==> src/rtl/fft_frame_sequencer.sv <==
// fft_frame_sequencer: frames one 1024-point FFT transaction
// (clear, load, wait, clear, unload, done) around the address counter.
module fft_frame_sequencer #(
    parameter int TIMEOUT_CYCLES = 4096,
    parameter int TO_WIDTH       = 13
) (
    input  logic       clock,
    input  logic       reset_n,
    input  logic       start,
    input  logic       continuous,
    input  logic       sample_valid,
    input  logic       fft_done,
    input  logic       fft_dv,
    input  logic       tc_counter,
    output logic       sclr_counter,
    output logic       en_counter,
    output logic       fft_start,
    output logic       fft_unload,
    output logic       busy,
    output logic       frame_done,
    output logic       err_timeout,
    output logic       err_overrun,
    output logic [2:0] state_dbg
);

    typedef enum logic [2:0] {
        IDLE       = 3'd0,
        CLR_LOAD   = 3'd1,
        LOAD       = 3'd2,
        WAIT_DONE  = 3'd3,
        CLR_UNLOAD = 3'd4,
        UNLOAD     = 3'd5,
        DONE       = 3'd6
    } state_t;

    localparam logic [TO_WIDTH-1:0] TO_LAST = TO_WIDTH'(TIMEOUT_CYCLES - 1);

    state_t              state;
    state_t              state_nx;
    logic [TO_WIDTH-1:0] to_cnt;
    logic                to_hit;
    logic                ovr_hit;
    logic                clr_err;

    // Next-state decode plus error set/clear strobes.
    always_comb begin
        state_nx = state;
        to_hit   = 1'b0;
        ovr_hit  = 1'b0;
        clr_err  = 1'b0;
        case (state)
            IDLE: begin
                if (start) begin
                    state_nx = CLR_LOAD;
                    clr_err  = 1'b1;
                end
            end
            CLR_LOAD: begin
                ovr_hit  = sample_valid;
                state_nx = LOAD;
            end
            LOAD: begin
                if (sample_valid && tc_counter)
                    state_nx = WAIT_DONE;
            end
            WAIT_DONE: begin
                ovr_hit = sample_valid;
                if (fft_done) begin
                    state_nx = CLR_UNLOAD;
                end else if (to_cnt == TO_LAST) begin
                    to_hit   = 1'b1;
                    state_nx = IDLE;
                end
            end
            CLR_UNLOAD: begin
                ovr_hit  = sample_valid;
                state_nx = UNLOAD;
            end
            UNLOAD: begin
                ovr_hit = sample_valid;
                if (fft_dv && tc_counter)
                    state_nx = DONE;
            end
            DONE: begin
                ovr_hit  = sample_valid;
                state_nx = continuous ? CLR_LOAD : IDLE;
            end
            default: state_nx = IDLE;
        endcase
    end

    assign sclr_counter = (state == CLR_LOAD) || (state == CLR_UNLOAD);
    assign en_counter   = ((state == LOAD) && sample_valid) ||
                          ((state == UNLOAD) && fft_dv);
    assign busy         = (state != IDLE);
    assign state_dbg    = state;

    // State register.
    always_ff @(posedge clock or negedge reset_n) begin
        if (!reset_n) state <= IDLE;
        else          state <= state_nx;
    end

    // Pulses registered from the next state so they align with that state.
    always_ff @(posedge clock or negedge reset_n) begin
        if (!reset_n) begin
            fft_start  <= 1'b0;
            fft_unload <= 1'b0;
            frame_done <= 1'b0;
        end else begin
            fft_start  <= (state_nx == CLR_LOAD);
            fft_unload <= (state_nx == CLR_UNLOAD);
            frame_done <= (state_nx == DONE);
        end
    end

    // Timeout counter runs only in WAIT_DONE and sits at zero elsewhere.
    always_ff @(posedge clock or negedge reset_n) begin
        if (!reset_n)                to_cnt <= '0;
        else if (state == WAIT_DONE) to_cnt <= to_cnt + TO_WIDTH'(1);
        else                         to_cnt <= '0;
    end

    // Sticky error flags, cleared only by a fresh start from IDLE.
    always_ff @(posedge clock or negedge reset_n) begin
        if (!reset_n) begin
            err_timeout <= 1'b0;
            err_overrun <= 1'b0;
        end else begin
            if (clr_err)     err_timeout <= 1'b0;
            else if (to_hit) err_timeout <= 1'b1;
            if (clr_err)      err_overrun <= 1'b0;
            else if (ovr_hit) err_overrun <= 1'b1;
        end
    end

endmodule

==> config.mk <==
export PLATFORM = sky130hd
export DESIGN_NAME = fft_frame_sequencer
export DESIGN_NICKNAME = d
export VERILOG_FILES = /design/src/rtl/fft_frame_sequencer.sv
export SDC_FILE = /design/constraint.sdc
export NUM_CORES = 1
export LEC_CHECK = 0
export CAP_MARGIN = 20
export CORE_UTILIZATION = 45
export CTS_CLUSTER_SIZE = 28
export DETAILED_ROUTE_END_ITERATION = 6
export PLACE_DENSITY = 0.74
export SYNTH_ARGS = -nofsm -noshare
export SYNTH_HDL_FRONTEND = slang
export SYNTH_SLANG_ARGS = --single-unit
==> constraint.sdc <==
create_clock -name clock -period 3 [get_ports clock]
set_input_delay 0.3 -clock clock [delete_from_list [all_inputs] [get_ports clock]]
set_output_delay 0.3 -clock clock [all_outputs]
set_load 0.05 [all_outputs]
==> results of run 1 <==
-- critical path, cell delays in order (launching register included) --
cell and delay [ns]:
sky130_fd_sc_hd__dfrtp_1 0.52, sky130_fd_sc_hd__nor2_1 0.33, sky130_fd_sc_hd__a31o_2 0.20, sky130_fd_sc_hd__clkdlybuf4s50_1 0.79
-- cell usage in the layout, fill, tap and decap left out, types with 3 or more instances in the layout --
| cell | synthesis | routed |
|---|---|---|
| sky130_fd_sc_hd__dfrtp_1 | 21 | 21 |
| sky130_fd_sc_hd__clkdlybuf4s50_1 | 0 | 18 |
| sky130_fd_sc_hd__a21oi_1 | 8 | 8 |
| sky130_fd_sc_hd__nand2_1 | 7 | 7 |
| sky130_fd_sc_hd__nor2_1 | 7 | 7 |
| sky130_fd_sc_hd__o21ai_0 | 6 | 6 |
| sky130_fd_sc_hd__nand3_1 | 5 | 5 |
| sky130_fd_sc_hd__xnor2_1 | 4 | 4 |
| sky130_fd_sc_hd__inv_1 | 4 | 4 |
| sky130_fd_sc_hd__nand2b_1 | 3 | 3 |
| sky130_fd_sc_hd__clkbuf_4 | 0 | 3 |
-- power groups by stage --
stage | sequential, mW | combinational, mW | clock, mW
final | 0.408 | 0.526 | 0.131
after global routing | 0.419 | 0.567 | 0.148
after CTS | 0.407 | 0.528 | 0.137
after detailed placement | 0.413 | 0.526 | 0
after global placement | 0.406 | 0.526 | 0
after floorplan | 0.489 | 0.286 | 0
-- metal layers --
metal	vias to the layer above	wire [um]
li1	432	-
met1	403	1000
met2	26	972
met3	5	81
met4	0	47
met5	-	0
-- sequential cells by signal (all words and copies together) (netlist names) --
name / cells
err_overrun: 1
err_timeout: 1
fft_start: 1
fft_unload: 1
frame_done: 1
state_dbg: 3
to_cnt: 13
-- metrics by stage --
step	worst slack (ns)	hold slack (ns)	power (mW)
finish	0.550	0.510	1.06
global route	0.457	0.550	1.14
CTS	0.563	0.530	1.07
detailed placement	0.819	0.518	0.939
global placement	0.838	0.488	0.932
floorplan	1.02	0.00441	0.775
-- worst max-delay path by stage --
stage	from	endpoint	slack, ns
finish	state_dbg[0]	en_counter	0.55
global route	state_dbg[0]	en_counter	0.46
CTS	state_dbg[0]	en_counter	0.56
detailed placement	fft_dv	en_counter	0.82
global placement	fft_dv	en_counter	0.84
floorplan	state_dbg[2]	sclr_counter	1.02
-- layout make-up --
type | count | area [sq um] | share of cell area (%)
timing repair buffer | 18 | 180 | 13.8
multi-input combinational | 79 | 523 | 40.1
clock buffer | 4 | 26.3 | 2.01
sequential | 21 | 526 | 40.3
tap | 28 | 35.0 | 2.68
inverter | 4 | 15.0 | 1.15
-- kinds of logic after synthesis --
| kind of cell | after synthesis |
|---|---|
| buf+inv | 7 |
| fa+ha+maj | 1 |
| flops | 21 |
| xor+xnor | 5 |
| compound gates | 23 |
| simple gates | 48 |
| mux | 2 |
==> results.txt, run 1 <==
----------------------------------------------------
[Synth]
  Cell with the most instances after synthesis ... sky130_fd_sc_hd__dfrtp_1
  Synthesized net count ... 116
  Number of unique standard cell types used by synthesis ... 40
  Dominant combinational cell family by area after synthesis ... simple AND/OR/NAND/NOR gates
  Area share of xor/xnor cells in the synthesized design ... 4.07%
  Top cell types by occurrence after synthesis ... 21 x sky130_fd_sc_hd__dfrtp_1, 8 x sky130_fd_sc_hd__a21oi_1, 7 x sky130_fd_sc_hd__nand2_1, 7 x sky130_fd_sc_hd__nor2_1, 6 x sky130_fd_sc_hd__o21ai_0
  Post-synthesis instance area ... 0.00108 sq mm
  #FFs+latches synth ... 21
  Fraction of the mapped netlist area in adder cells ... 1.16%
  Share of synthesized registers carrying an async set or reset ... 100%
  Average cell area after synthesis ... 10.1 sq um
  Top post-synthesis cells by area ... sky130_fd_sc_hd__dfrtp_1 49%, sky130_fd_sc_hd__a21oi_1 3.7%, sky130_fd_sc_hd__xnor2_1 3.3%
  Leading area contributor after synthesis ... sky130_fd_sc_hd__dfrtp_1
  Post-Syn Instances ... 107
  Yosys Warn Count ... 0
  Number of synthesized flops with an enable pin ... 0
  Fraction of synthesized cell area taken by the top area cell type ... 48.8%
  Fraction of synthesized area in multiplexers ... 1.86%
  Most used DFF post-synth ... sky130_fd_sc_hd__dfrtp_1
  Share of the yosys chip area belonging to registers ... 48.8%
  Area share of and/or/nand/nor cells after synthesis ... 28.6%
  Post-synthesis compound-gate area fraction ... 12.9%

[Clocking]
  Number of buffers on the longest clock path ... 2
  Number of levels in the clock H-tree ... 1
  Clock slew at the register clock pins of the worst setup and hold paths ... 0.10 ns
  Setup fix buffers added after clock tree synthesis ... 0
  CTS tree ... built
  Hold-fix buffers at CTS ... 0
  Root Buffer ... sky130_fd_sc_hd__clkbuf_4
  Worst-Skew Late Latency ... 0.30 ns
  Inserted Clock Buffers ... 3
  Clk sink count ... 21
  Post-CTS sizing ... 0

[Place]
  Detailed placement HPWL ... 1510 um
  GPL Wtd Cong ... 0.815
  Placed cell areas ... 0.00128 sq mm
  Number of port buffers ... 18
  Inst Count DP ... 150

[STA]
  Summed negative setup slack over all endpoints ... 0 ns
  Slew headroom ... 37.6%
  Highest Clock Rate ... 408 MHz
  Share of the clock period used by the worst path after layout ... 81.7%
  Setup repair after global routing missed its margin ... no
  Final Skew ... 0.00215 ns
  Transition time of the tightest slew-check pin ... 0.933 ns
  Final setup viols ... 0
  Number of max-slew violations in the final report ... 0
  Final critical path time including I/O delays and setup ... 2.45 ns
  Final-report hold violation count ... 0

[Power and ir drop]
  Switching fraction of total power ... 46.6%
  Part of the power in registers ... 38.3%
  Net load switching power ... 0.496 mW
  Peak supply drop ... 0.000674 V
  P per Cell Area ... 816 mW/mm^2
  Internal portion of total power ... 0.569 mW
  Clock network power share ... 12.3%
  Combinational share of power ... 49.4%
  Cell leakage power ... 0.532 nW

[Routing]
  DRC marker count from the first detailed-route iteration ... 29
  Vias after detailed routing ... 866
  First-pass detailed-route iteration total ... 4
  Mean number of vias per cell ... 5.62
  Routed wirelength normalized by instance count ... 13.7 um
  Count of unresolved DRC violations after routing ... 0
  DRT antenna net count ... 0
  Routed WL ... 2110 um

[Setup path]
  Worst reg2reg path startpoint ... to_cnt[0]
  Worst reg-to-reg setup slack ... 1.41 ns
  Kind of end point of the critical path ... output port
  Critical R2R Capture ... to_cnt[8]
  Worst setup SP type ... flip-flop
  Largest fanout on the critical path ... 12
  Worst Reg-to-Reg Cells ... 4
  Crit path DAT ... 2.15 ns
  Required @ worst endpoint ... 2.70 ns
  Critical path class ... flip-flop to output port

[Min path]
  Type of the worst min-delay path ... input port to asynchronous set/reset pin

[Cells and area]
  Final Cell Area ... 0.00131 sq mm
  Count of filler cells inserted in the layout ... 207
  Antenna cells ... 0
  Net count of the finished layout ... 136
  Area growth from synthesis to final layout ... 21.3%
  Share of post-route cells with drive strength above 1 ... 7.94%
  Utilization of the core after routing ... 58.4%
  Post-layout instance count excluding filler cells ... 154

[Global route]
  Met1 Usage GRT ... 24.8%
  Via count of the first global-routing pass ... 807
  Overflow after GRT ... 0
  Global routing usage summed across all routing layers ... 19.2%
  GR met3 Demand/Resource ... 3.87%
  Top Usage Layer GRT ... met2
  Pin count of the biggest net entering global routing ... 22
  First-pass GRT wire length ... 3640 um
  Met2 usage in global routing ... 30.0%
  Initial antenna violation count ... 0

[Die]
  Die Y-Extent ... 50.9 um
  Row count ... 17
  Initial cell density of the core ... 48.2%
  Count of boundary I/O pins ... 19
  Die outline width ... 50.9 um
  Die outline area ... 0.00259 sq mm
  Placeable core area ... 0.00223 sq mm

[Run]
  # Max-Cap Violations ... 0

[Outcome]
  Outcome ... finished clean

----------------------------------------------------
Power figures use the tool's default switching activity.
==> run 2: changes to the inputs <==
==> constraint.sdc (replaced) <==
create_clock -name clock -period 2.5 [get_ports clock]
set_input_delay 0.25 -clock clock [delete_from_list [all_inputs] [get_ports clock]]
set_output_delay 0.25 -clock clock [all_outputs]
set_load 0.05 [all_outputs]
==> results.txt, run 2 (synthesis gave the netlist of run 1 again) <==
----------------------------------------------------
[Cells and area]
  Area growth from synthesis to final layout ... 22.3%
  Most common cell after layout, fill and taps aside ... sky130_fd_sc_hd__dfrtp_1
  Net count of the finished layout ... 137
  Post-layout instance count excluding filler cells ... 155
  Antenna cells ... 0
  Register with the most flip-flops ... to_cnt
  Final Cell Area ... 0.00132 sq mm
  Utilization of the core after routing ... 58.9%
  Max reg flops ... 13
  Share of post-route cells with drive strength above 1 ... 9.45%
  Commonest non-fill, non-tap cells in the layout ... 21 x sky130_fd_sc_hd__dfrtp_1, 17 x sky130_fd_sc_hd__clkdlybuf4s50_1, 8 x sky130_fd_sc_hd__a21oi_1, 7 x sky130_fd_sc_hd__nand2_1, 7 x sky130_fd_sc_hd__nor2_1

[Setup path]
  Crit path DAT ... 1.95 ns
  Critical R2R Capture ... to_cnt[8]
  Largest fanout on the critical path ... 12
  Worst Reg-to-Reg Cells ... 4
  First element of the critical path ... state_dbg[0]
  Kind of end point of the critical path ... output port
  Worst reg-to-reg setup slack ... 0.91 ns
  Worst setup path endpoint ... busy
  Critical path class ... flip-flop to output port
  Worst reg2reg path startpoint ... to_cnt[0]
  Worst setup SP type ... flip-flop
  Required @ worst endpoint ... 2.25 ns

[Clocking]
  Clock slew at the register clock pins of the worst setup and hold paths ... 0.11 ns
  Root Buffer ... sky130_fd_sc_hd__clkbuf_4
  Inserted Clock Buffers ... 3
  Worst-Skew Late Latency ... 0.30 ns
  CTS tree ... built
  Post-CTS sizing ... 0
  Number of levels in the clock H-tree ... 1
  Clk sink count ... 21
  Number of buffers on the longest clock path ... 2
  Hold-fix buffers at CTS ... 0
  Setup fix buffers added after clock tree synthesis ... 0

[STA]
  Final critical path time including I/O delays and setup ... 2.20 ns
  Slew headroom ... 66.5%
  Final-report hold violation count ... 0
  Share of the clock period used by the worst path after layout ... 88.1%
  Worst hold slack ... 0.278 ns
  Highest Clock Rate ... 454 MHz
  Final Worst Setup Slack ... 0.298 ns
  Final setup viols ... 0
  Setup repair after global routing missed its margin ... no
  Final Skew ... 0.000921 ns
  Transition time of the tightest slew-check pin ... 0.501 ns
  Summed negative setup slack over all endpoints ... 0 ns
  Number of max-slew violations in the final report ... 0

[Routing]
  DRT antenna net count ... 0
  First-pass detailed-route iteration total ... 4
  Routed wirelength normalized by instance count ... 13.8 um
  DRC marker count from the first detailed-route iteration ... 17
  Mean number of vias per cell ... 5.75
  Vias after detailed routing ... 892
  Routed WL ... 2130 um
  Count of unresolved DRC violations after routing ... 0

[Power and ir drop]
  Cell leakage power ... 0.556 nW
  Switching fraction of total power ... 46.7%
  Final Power ... 1.28 mW
  Combinational share of power ... 49.6%
  Peak supply drop ... 0.000847 V
  Part of the power in registers ... 38.1%
  Net load switching power ... 0.596 mW
  Internal portion of total power ... 0.680 mW
  P per Cell Area ... 970 mW/mm^2
  Clock network power share ... 12.4%

[Die]
  Die outline area ... 0.00259 sq mm
  Count of boundary I/O pins ... 19
  Die outline width ... 50.9 um
  Row count ... 17
  Initial cell density of the core ... 48.2%
  Die Y-Extent ... 50.9 um
  Placeable core area ... 0.00223 sq mm

[Global route]
  Overflow after GRT ... 0
  Via count of the first global-routing pass ... 902
  First-pass GRT wire length ... 3820 um
  Global routing usage summed across all routing layers ... 19.6%
  Pin count of the biggest net entering global routing ... 22
  Initial antenna violation count ... 0

[Place]
  GPL Wtd Cong ... 0.801
  Detailed placement HPWL ... 1550 um
  Placed cell areas ... 0.00129 sq mm
  Inst Count DP ... 151
  Number of port buffers ... 18
  Pre-CTS setup slack ... 0.395 ns

[Outcome]
  Outcome ... finished clean

[Min path]
  Type of the worst min-delay path ... input port to asynchronous set/reset pin

[Run]
  # Max-Cap Violations ... 0

----------------------------------------------------
[run 2: worst min-delay path by stage]
stage | from | end | slack (ns) | depth (start not counted)
2_1_floorplan | reset_n | err_overrun | -0.05 | 0
3_3_place_gp | to_cnt[0] | to_cnt[0] | 0.49 | 1
3_5_place_dp | to_cnt[0] | to_cnt[0] | 0.51 | 1
4_1_cts | reset_n | frame_done | 0.28 | 2
5_1_grt | reset_n | frame_done | 0.28 | 2
6_report | reset_n | err_timeout | 0.28 | 2
[run 2: critical path: stages (launching register included)]
cell                              delay (ns)
sky130_fd_sc_hd__dfrtp_1                0.52
sky130_fd_sc_hd__nor2_1                 0.33
sky130_fd_sc_hd__nand2_1                0.10
sky130_fd_sc_hd__clkdlybuf4s50_1        0.70
[run 2: final cells by class]
cell class,instances,area (sq um)
flip-flops and latches,21,526
multi-input cells,79,523
inverters,4,15.0
fillers,203,917
repair buffers,19,190
clock inverters,1,5.00
clock buffers,3,22.5
well taps,28,35.0
[run 2: power by group through the flow]
stage | Combinational (mW) | Clock (mW) | Sequential (mW)
after floorplan | 0.343 | 0 | 0.587
after global placement | 0.631 | 0 | 0.487
after detailed placement | 0.635 | 0 | 0.495
after CTS | 0.638 | 0.166 | 0.485
after global routing | 0.676 | 0.181 | 0.500
final | 0.633 | 0.158 | 0.486
[run 2: layer usage]
metal	global-route usage, %	wire length (um)	vias to the layer above
met4	8.80	34	0
met5	0	0	-
li1	-	-	434
met1	23.5	966	418
met2	34.9	1030	35
met3	2.08	103	5
==> run 3: changes to the inputs <==
--- a/config.mk
+++ b/config.mk
@@ -10,6 +10,7 @@
 export CTS_CLUSTER_SIZE = 28
 export DETAILED_ROUTE_END_ITERATION = 6
 export PLACE_DENSITY = 0.74
+export RECOVER_POWER = 50
 export SYNTH_ARGS = -nofsm -noshare
 export SYNTH_HDL_FRONTEND = slang
 export SYNTH_SLANG_ARGS = --single-unit
==> results.txt, run 3 (synthesis gave the netlist of run 1 again) <==
----------------------------------------------------
[Die]
  Row count ... 17
  Count of boundary I/O pins ... 19
  Initial cell density of the core ... 48.2%
  Die outline area ... 0.00259 sq mm
  Die outline width ... 50.9 um
  Die Y-Extent ... 50.9 um
  Placeable core area ... 0.00223 sq mm

[Cells and area]
  Max reg flops ... 13
  Antenna cells ... 0
  Area growth from synthesis to final layout ... 22.0%
  Net count of the finished layout ... 137
  Share of post-route cells with drive strength above 1 ... 8.66%
  Most common cell after layout, fill and taps aside ... sky130_fd_sc_hd__dfrtp_1
  Commonest non-fill, non-tap cells in the layout ... 21 x sky130_fd_sc_hd__dfrtp_1, 16 x sky130_fd_sc_hd__clkdlybuf4s50_1, 8 x sky130_fd_sc_hd__a21oi_1, 7 x sky130_fd_sc_hd__nand2_1, 7 x sky130_fd_sc_hd__nor2_1
  Count of filler cells inserted in the layout ... 202
  Final Cell Area ... 0.00131 sq mm
  Register with the most flip-flops ... to_cnt

[Setup path]
  Critical path class ... flip-flop to output port
  Crit path DAT ... 1.95 ns
  Required @ worst endpoint ... 2.25 ns
  Kind of end point of the critical path ... output port
  Largest fanout on the critical path ... 12
  Worst Reg-to-Reg Cells ... 4
  Worst setup SP type ... flip-flop

[Routing]
  DR WL met3 ... 108 um
  Mean number of vias per cell ... 5.85
  Vias after detailed routing ... 907
  Routed wirelength normalized by instance count ... 13.8 um
  Highest metal used ... met4
  DRC marker count from the first detailed-route iteration ... 17
  DRT antenna net count ... 0
  Met1 Wirelength ... 956 um
  Met2 wirelength from detailed routing ... 1030 um
  Routed WL ... 2140 um
  Count of unresolved DRC violations after routing ... 0
  First-pass detailed-route iteration total ... 4

[STA]
  Summed negative setup slack over all endpoints ... 0 ns
  Highest Clock Rate ... 454 MHz
  Final critical path time including I/O delays and setup ... 2.20 ns
  Final-report hold violation count ... 0
  Final setup viols ... 0
  Transition time of the tightest slew-check pin ... 1.13 ns
  Final Skew ... 0.00129 ns
  Slew headroom ... 24.4%
  Setup repair after global routing missed its margin ... no
  Number of max-slew violations in the final report ... 0
  Share of the clock period used by the worst path after layout ... 88.1%

[Clocking]
  Number of buffers on the longest clock path ... 2
  Root Buffer ... sky130_fd_sc_hd__clkbuf_4
  Inserted Clock Buffers ... 3
  Worst-Skew Late Latency ... 0.30 ns
  Number of levels in the clock H-tree ... 1
  Setup fix buffers added after clock tree synthesis ... 0
  CTS tree ... built
  Clock slew at the register clock pins of the worst setup and hold paths ... 0.11 ns
  Clk sink count ... 21

[Run]
  # Max-Cap Violations ... 0

[Global route]
  Initial antenna violation count ... 0
  Global routing usage summed across all routing layers ... 19.6%
  First-pass GRT wire length ... 3820 um
  Via count of the first global-routing pass ... 902
  Overflow after GRT ... 0
  Pin count of the biggest net entering global routing ... 22

[Place]
  Number of port buffers ... 18
  Placed cell areas ... 0.00129 sq mm
  Detailed placement HPWL ... 1550 um
  GPL Wtd Cong ... 0.801

[Power and ir drop]
  Cell leakage power ... 0.550 nW
  Peak supply drop ... 0.000847 V
  P per Cell Area ... 972 mW/mm^2

[Min path]
  Count of cells along the worst hold path ... 1
  Type of the worst min-delay path ... flip-flop to flip-flop

[Outcome]
  Outcome ... finished clean

----------------------------------------------------
-- run 3: report_power, final --
part / internal [mW] / total (mW) / switching, mW / leakage, nW
sequential: 0.391 / 0.487 / 0.0951 / 0.286
clock: 0.0596 / 0.158 / 0.0983 / 0.0177
combinational: 0.228 / 0.631 / 0.404 / 0.247
-- run 3: final cells by class --
cell class                      count  area [sq um]  area share, %
Sequential cell                    21           526           40.0
Multi-Input combinational cell     79           523           39.8
Timing Repair Buffer               19           186           14.2
Tap cell                           28          35.0           2.67
Clock buffer                        3          22.5           1.72
Inverter                            4          15.0           1.14
Clock inverter                      1          5.00          0.381
-- run 3: final timing paths --
path,from,slack [ns],end
min reg2reg,to_cnt[0],0.52,to_cnt[0]
max in group asynchronous,reset_n,1.16,state_dbg[0]
min in group asynchronous,reset_n,0.67,err_timeout
max reg2reg,to_cnt[0],0.91,to_cnt[8]
min,to_cnt[0],0.52,to_cnt[0]
max,state_dbg[0],0.30,busy
-- run 3: repair_timing --
item / CTS / global route
hold buffers: 0 / 0
resized for setup: 0 / 1
setup endpoints to repair: 0 / 1
-- run 3: critical path, stage by stage (launching register included) --
cell and delay (ns):
sky130_fd_sc_hd__dfrtp_1 0.52, sky130_fd_sc_hd__nor2_1 0.33, sky130_fd_sc_hd__nand2_1 0.10, sky130_fd_sc_hd__clkdlybuf4s50_1 0.70
-- run 3: metrics by stage --
stage / setup slack [ns] / util [%] / power, mW / hold WS [ns] / cells
3_3_place_gp: 0.435 / 57.6 / 1.12 / 0.489 / 151
3_5_place_dp: 0.395 / 57.6 / 1.13 / 0.508 / 151
2_1_floorplan: 0.567 / - / 0.930 / -0.0456 / 107
4_1_cts: 0.116 / 58.8 / 1.29 / 0.276 / 155
5_1_grt: 0.171 / 58.8 / 1.36 / 0.533 / 155
6_report: 0.296 / 58.8 / 1.28 / 0.515 / 155
-- run 3: routing by layer --
metal	vias to the layer above	GRT usage (%)
li1	434	-
met1	427	23.5
met2	39	34.9
met3	7	2.08
met4	0	8.80
met5	-	0
